--- src/rtl/imem_fetch_unit.sv ---
// -----------------------------------------------------------------------------
// imem_fetch_unit
// Instruction memory with a fixed-latency fetch port and a program-load port.
// A fetch is accepted on fetch_valid && fetch_ready. The response appears
// READ_LATENCY cycles later and is held until the consumer takes it with
// inst_ready. Misaligned or out-of-range fetches take the same time and return
// inst_fault=1 with zero data. Array contents survive reset.
//
// Ports
//   CLK          in   rising-edge clock
//   Reset_L      in   synchronous active-low reset
//   fetch_valid  in   fetch request present
//   fetch_addr   in   byte address of requested instruction
//   fetch_ready  out  unit can accept a fetch this cycle (combinational)
//   inst_valid   out  response present
//   inst_data    out  fetched instruction word (0 when not valid or faulted)
//   inst_fault   out  response is a misaligned / out-of-range fault
//   inst_ready   in   consumer accepts the response
//   load_en      in   program-load write strobe
//   load_addr    in   byte address of the load
//   load_data    in   word to write
// -----------------------------------------------------------------------------
module imem_fetch_unit #(
    parameter int unsigned ADDR_WIDTH   = 64,
    parameter int unsigned DATA_WIDTH   = 32,
    parameter int unsigned DEPTH        = 64,
    parameter int unsigned READ_LATENCY = 2
) (
    input  logic                  CLK,
    input  logic                  Reset_L,
    input  logic                  fetch_valid,
    input  logic [ADDR_WIDTH-1:0] fetch_addr,
    output logic                  fetch_ready,
    output logic                  inst_valid,
    output logic [DATA_WIDTH-1:0] inst_data,
    output logic                  inst_fault,
    input  logic                  inst_ready,
    input  logic                  load_en,
    input  logic [ADDR_WIDTH-1:0] load_addr,
    input  logic [DATA_WIDTH-1:0] load_data
);

    localparam int unsigned BYTES     = DATA_WIDTH / 8;
    localparam int unsigned OFF_W     = $clog2(BYTES);
    localparam int unsigned IDX_W     = (DEPTH > 1) ? $clog2(DEPTH) : 1;
    localparam int unsigned CNT_W     = $clog2(READ_LATENCY + 1);
    localparam bit          SKIP_WAIT = (READ_LATENCY == 1);

    localparam logic [ADDR_WIDTH-1:0] OFF_MASK = ADDR_WIDTH'(BYTES - 1);
    localparam logic [ADDR_WIDTH-1:0] DEPTH_A  = ADDR_WIDTH'(DEPTH);
    localparam logic [CNT_W-1:0]      LAST_CNT = CNT_W'(READ_LATENCY - 1);

    typedef enum logic [1:0] {
        S_IDLE = 2'd0,
        S_WAIT = 2'd1,
        S_HOLD = 2'd2
    } state_t;

    state_t                r_state;
    state_t                w_next_state;
    logic [CNT_W-1:0]      r_cnt;
    logic [ADDR_WIDTH-1:0] r_addr;
    logic                  r_valid;
    logic [DATA_WIDTH-1:0] r_data;
    logic                  r_fault;
    logic [DATA_WIDTH-1:0] r_mem [DEPTH];

    logic                  w_fetch_ready;
    logic                  w_accept;
    logic                  w_enter_hold;
    logic                  w_release;
    logic [ADDR_WIDTH-1:0] w_rd_addr;
    logic                  w_rd_ok;
    logic                  w_ld_ok;

    // Aligned and inside the array.
    function automatic logic addr_ok(input logic [ADDR_WIDTH-1:0] a);
        return ((a & OFF_MASK) == '0) && ((a >> OFF_W) < DEPTH_A);
    endfunction

    function automatic logic [IDX_W-1:0] addr_idx(input logic [ADDR_WIDTH-1:0] a);
        return IDX_W'(a >> OFF_W);
    endfunction

    // Handshake qualifiers; a load in flight blocks new fetches.
    assign w_fetch_ready = Reset_L && !load_en &&
                           ((r_state == S_IDLE) || ((r_state == S_HOLD) && inst_ready));
    assign w_accept      = fetch_valid && w_fetch_ready;
    assign w_release     = (r_state == S_HOLD) && inst_ready;

    // With latency 1 the read happens on the accept edge, so use the live address.
    assign w_rd_addr = SKIP_WAIT ? fetch_addr : r_addr;
    assign w_rd_ok   = addr_ok(w_rd_addr);
    assign w_ld_ok   = addr_ok(load_addr);

    // State register.
    always_ff @(posedge CLK) begin
        if (!Reset_L) begin
            r_state <= S_IDLE;
        end else begin
            r_state <= w_next_state;
        end
    end

    // Next-state logic; w_enter_hold marks the edge on which the array is read.
    always_comb begin
        w_next_state = r_state;
        w_enter_hold = 1'b0;
        case (r_state)
            S_IDLE: begin
                if (w_accept) begin
                    if (SKIP_WAIT) begin
                        w_next_state = S_HOLD;
                        w_enter_hold = 1'b1;
                    end else begin
                        w_next_state = S_WAIT;
                    end
                end
            end
            S_WAIT: begin
                if (r_cnt == LAST_CNT) begin
                    w_next_state = S_HOLD;
                    w_enter_hold = 1'b1;
                end
            end
            S_HOLD: begin
                if (inst_ready) begin
                    if (w_accept) begin
                        if (SKIP_WAIT) begin
                            w_next_state = S_HOLD;
                            w_enter_hold = 1'b1;
                        end else begin
                            w_next_state = S_WAIT;
                        end
                    end else begin
                        w_next_state = S_IDLE;
                    end
                end
            end
            default: begin
                w_next_state = S_IDLE;
            end
        endcase
    end

    // Latency counter, captured address and registered response.
    always_ff @(posedge CLK) begin
        if (!Reset_L) begin
            r_cnt   <= '0;
            r_addr  <= '0;
            r_valid <= 1'b0;
            r_data  <= '0;
            r_fault <= 1'b0;
        end else begin
            if (w_accept) begin
                r_addr <= fetch_addr;
            end

            // Counter holds the number of cycles already spent since accept.
            if (w_next_state == S_WAIT) begin
                r_cnt <= (r_state == S_WAIT) ? r_cnt + CNT_W'(1) : CNT_W'(1);
            end else begin
                r_cnt <= '0;
            end

            // Non-blocking read sees the pre-write word if a load hits it this edge.
            if (w_enter_hold) begin
                r_valid <= 1'b1;
                r_fault <= !w_rd_ok;
                r_data  <= w_rd_ok ? r_mem[addr_idx(w_rd_addr)] : '0;
            end else if (w_release) begin
                r_valid <= 1'b0;
                r_fault <= 1'b0;
                r_data  <= '0;
            end
        end
    end

    // Program-load port; bad addresses are dropped, contents are never reset.
    always_ff @(posedge CLK) begin
        if (Reset_L && load_en && w_ld_ok) begin
            r_mem[addr_idx(load_addr)] <= load_data;
        end
    end

    assign fetch_ready = w_fetch_ready;
    assign inst_valid  = r_valid;
    assign inst_data   = r_data;
    assign inst_fault  = r_fault;

endmodule
--- config.mk ---
export PLATFORM = sky130hd
export DESIGN_NAME = imem_fetch_unit
export DESIGN_NICKNAME = d
export VERILOG_FILES = /design/src/rtl/imem_fetch_unit.sv
export SDC_FILE = /design/constraint.sdc
export NUM_CORES = 2
export LEC_CHECK = 0
export CORE_MARGIN = 2
export CORE_UTILIZATION = 23
export DETAILED_ROUTE_END_ITERATION = 12
export PLACE_DENSITY = 0.43
export SKIP_LAST_GASP = 1
export SLEW_MARGIN = 20
export SYNTH_ARGS = -nofsm -noshare
export SYNTH_HDL_FRONTEND = slang
export SYNTH_SLANG_ARGS = --single-unit
--- constraint.sdc ---
create_clock -name CLK -period 4.6 [get_ports CLK]
set_clock_uncertainty 0.1 [all_clocks]
set_input_delay 0.46 -clock CLK [delete_from_list [all_inputs] [get_ports CLK]]
set_output_delay 0.46 -clock CLK [all_outputs]
set_load 0.03 [all_outputs]
==> impl_results.md <==
* Status: completed
* Leak at 30.5 nW
* DRC errors left at 0
* Die width at 604 um
* Total Die Area at 365000 um2
* CP Capture Type: flop
* Combinational power share at 0.040
* Max frequency at 0.254 GHz
* HP Class: in2reg
* # fillers at 35394
* Post-layout minimum cycle time at 3.94 ns
* Core region area at 359000 um2
* Count of final setup violators at 0
* Top_reg_cell synth: edfxtp_1
* Critical Path AT at 4.57 ns
* Switching Fraction at 0.215
* Die Y at 604 um
* Routed wire length at 278000 um
* Resized Gates After CTS at 0
* Worst r2r dst: inst_data[31]$_SDFFE_PN0P_
* Sequential fraction of the synthesis area at 0.768
* Post-synth design cell area at 82900 um2
* Placement Rows at 220
* WS Path Type: reg2reg
* Io pins at 200
* Flop2flop setup slack at 0.66 ns
* Max_cap viols at 0
* Slew @ Worst Pin at 1.15 ns
* VDD IR max at 0.000371 V
* Final Max Tran Viols at 0
* Post-synth EDFFs at 2048
* Antenna violations before repair at 30
* Clk pwr share at 0.451
* Ys async rst share at 0
* Routed vias/inst at 4.53
* Vias in the first global route at 43754
* Port-buffer cells at 199
* Fin crit share at 0.856
* Warnings, synthesis at 0
* Crit Path Max Fanout at 46
* First-iteration detailed-routing DRC count at 4667
* Maximum root-to-sink buffer count at 4
* Worst hold path startpoint: load_data[23]
* Fraction of layout cells with a size suffix above 1 at 0.272
* Avg Synthesized Cell Area at 21.2 um2
* CTS tree: done
* Unrepaired setup endpoints after global routing: no
* Initial Util at 0.231
* Post-Syn Instances at 3910
* Yosys cell types at 73
* Area Growth Syn to Fin at 22.9%
* Worst-path clk slew at 0.06 ns
* Worst EP required at 5.23 ns
* Power Dens Cells at 414 nW/um2
* Sequential group share of total power at 0.510
* First-pass DRT Iterations at 6
* Final GP Congestion at 0.784
* H-tree levels at 4
* Hold path depth at 1
* Final hold vios at 0
* FF+latch count, synth at 2156
* Vias at 42960
* Overflow after GRT at 0
* All-Layer GR Usage at 0.149
* Root Driver: clkbuf_16
* Final ANT Viol Nets at 0
* Largest net degree at the start of global routing at 73
* Mapped Nets at 4076
* Slew headroom at 0.229
* Nets at 4667
* FF-to-FF path depth at 8
* TritonCTS buffer count at 237
* Global-route wire length before repair at 378000 um
* Core Util, Final at 0.284
* Hold Path Sink: r_mem[45][23]$_DFFE_PP_
* HPWL after detailed placement at 177000 um
* Startpoint types: flop
* Cell internal pwr at 0.0331 W
* Switching pwr at 0.00907 W
* Clock latency on the worst-skew pair at 0.93 ns
* Wire per inst at 29.3 um
* Setup TNS Final at 0 ns
* Clock Sink Count at 2156
[power by group through the flow]
stage / clock network, W / registers (W) / logic (W)
global placement: 0 / 0.0219 / 0.00168
detailed placement: 0 / 0.0219 / 0.00169
finish: 0.0190 / 0.0215 / 0.00168
global route: 0.0202 / 0.0215 / 0.00178
CTS: 0.0195 / 0.0215 / 0.00172
floorplan: 0 / 0.0219 / 0.000677
[cell type report]
type | count | area [um2] | area share
antenna | 13 | 32.5 | 0.000319
clock buffer | 315 | 6500 | 0.0638
clock inverter | 122 | 1240 | 0.0122
inverter | 5 | 21.3 | 0.000209
multi-input combinational | 1527 | 18200 | 0.179
sequential | 2156 | 63700 | 0.625
tap | 4773 | 5970 | 0.0586
timing repair buffer | 574 | 6230 | 0.0612
[flip-flops by register name (all words and copies together), names as in the netlist, named ones only]
name / cells
inst_data: 32
inst_valid: 1
r_mem: 2048
inst_fault: 1
r_cnt: 2
r_state: 2
r_addr: 64
[worst max path at each step]
| stage | startpoint | to | slack (ns) | cells past startpoint |
|---|---|---|---|---|
| finish | flop | inst_data[31]$_SDFFE_PN0P_ | 0.66 | 8 |
| global route | flop | inst_data[31]$_SDFFE_PN0P_ | 0.61 | 8 |
| CTS | flop | inst_data[5]$_SDFFE_PN0P_ | 0.63 | 8 |
| floorplan | Reset_L | r_mem[58][0]$_DFFE_PP_ | 0.88 | 7 |
| detailed placement | load_en | r_mem[57][17]$_DFFE_PP_ | 0.10 | 11 |
| global placement | load_en | r_mem[2][0]$_DFFE_PP_ | -0.35 | 11 |
[cells by family (layout without fill, tap and decap cells)]
group / count (synthesis) / in the layout / synth area share
other: 0 / 13 / 0
buffers and inverters: 227 / 1016 / 0.0192
muxes: 663 / 663 / 0.154
DFF: 2156 / 2156 / 0.768
AOI/OAI and AO/OA: 359 / 359 / 0.0313
adders and majority gates: 1 / 1 / 0.000151
and+or+nand+nor: 504 / 504 / 0.0274
[through the flow]
step	power [W]	setup slack, ns	cell area [um2]	hold WS (ns)	cells
after floorplan	0.0226	0.876	82900	0.315	3910
after global placement	0.0236	-0.355	93800	0.324	9007
after detailed placement	0.0236	0.104	93800	0.333	9007
after CTS	0.0427	0.629	102000	0.000228	9472
after global routing	0.0435	0.615	102000	0.00137	9472
final	0.0422	0.661	102000	0.0183	9485
[what timing repair did]
| item | in CTS | in global routing |
|---|---|---|
| hold endpoints to repair | 109 | 0 |
| buffers inserted | 0 | 0 |
| hold buffers | 28 | 0 |
[routing by layer]
metal	global-route usage	part of all wire
met1	0.204	0.44
met2	0.248	0.48
met3	0.0244	0.061
met4	0.0332	0.023
met5	0	0.00011
[synth_stat cells, drive strengths merged (3+ instances only)]
cell type | instances | area, um2
or2 | 4 | 25.0
buf | 171 | 1370
a211o | 3 | 26.3
o21ai | 40 | 200
nand4 | 12 | 75.1
o22ai | 4 | 25.0
edfxtp | 2048 | 61500
nand2 | 247 | 927
dfxtp | 108 | 2160
a31oi | 17 | 106
o31ai | 5 | 37.5
nor2 | 100 | 375
mux2i | 169 | 1690
nand2b | 10 | 62.6
a32o | 6 | 60.1
a221oi | 18 | 164
and2 | 12 | 77.6
a2111oi | 3 | 26.3
nand3 | 37 | 185
o311ai | 3 | 26.3
a22o | 15 | 131
a22oi | 85 | 638
nor2b | 20 | 128
mux4 | 482 | 11000
nor3 | 4 | 20.0
a32oi | 3 | 26.3
a21oi | 40 | 200
nand3b | 5 | 37.5
nor4 | 32 | 206
o41ai | 5 | 51.3
a311oi | 9 | 78.8
inv | 4 | 15.0
and3 | 13 | 81.3
mux2 | 12 | 135
a21boi | 66 | 495
a211oi | 9 | 67.6
clkbuf | 50 | 191
o211ai | 16 | 120
[cell usage in the layout (no fill, tap or decap), drive strengths merged, types with 100 or more instances in the layout]
| master | n |
|---|---|
| clkdlybuf4s50 | 166 |
| nor2 | 100 |
| buf | 380 |
| dfxtp | 108 |
| mux4 | 482 |
| clkbuf | 315 |
| mux2i | 169 |
| edfxtp | 2048 |
| nand2 | 247 |
[critical path, cell delays in order, from the launching register on]
cell,delay [ns]
dfxtp_4,0.67
buf_12,0.37
buf_4,0.30
mux2i_1,0.84
a22oi_1,0.43
a211oi_1,0.37
nor3_1,0.17
buf_4,0.21
a22o_1,0.18
Note: power is estimated with default switching activity, not from simulation.
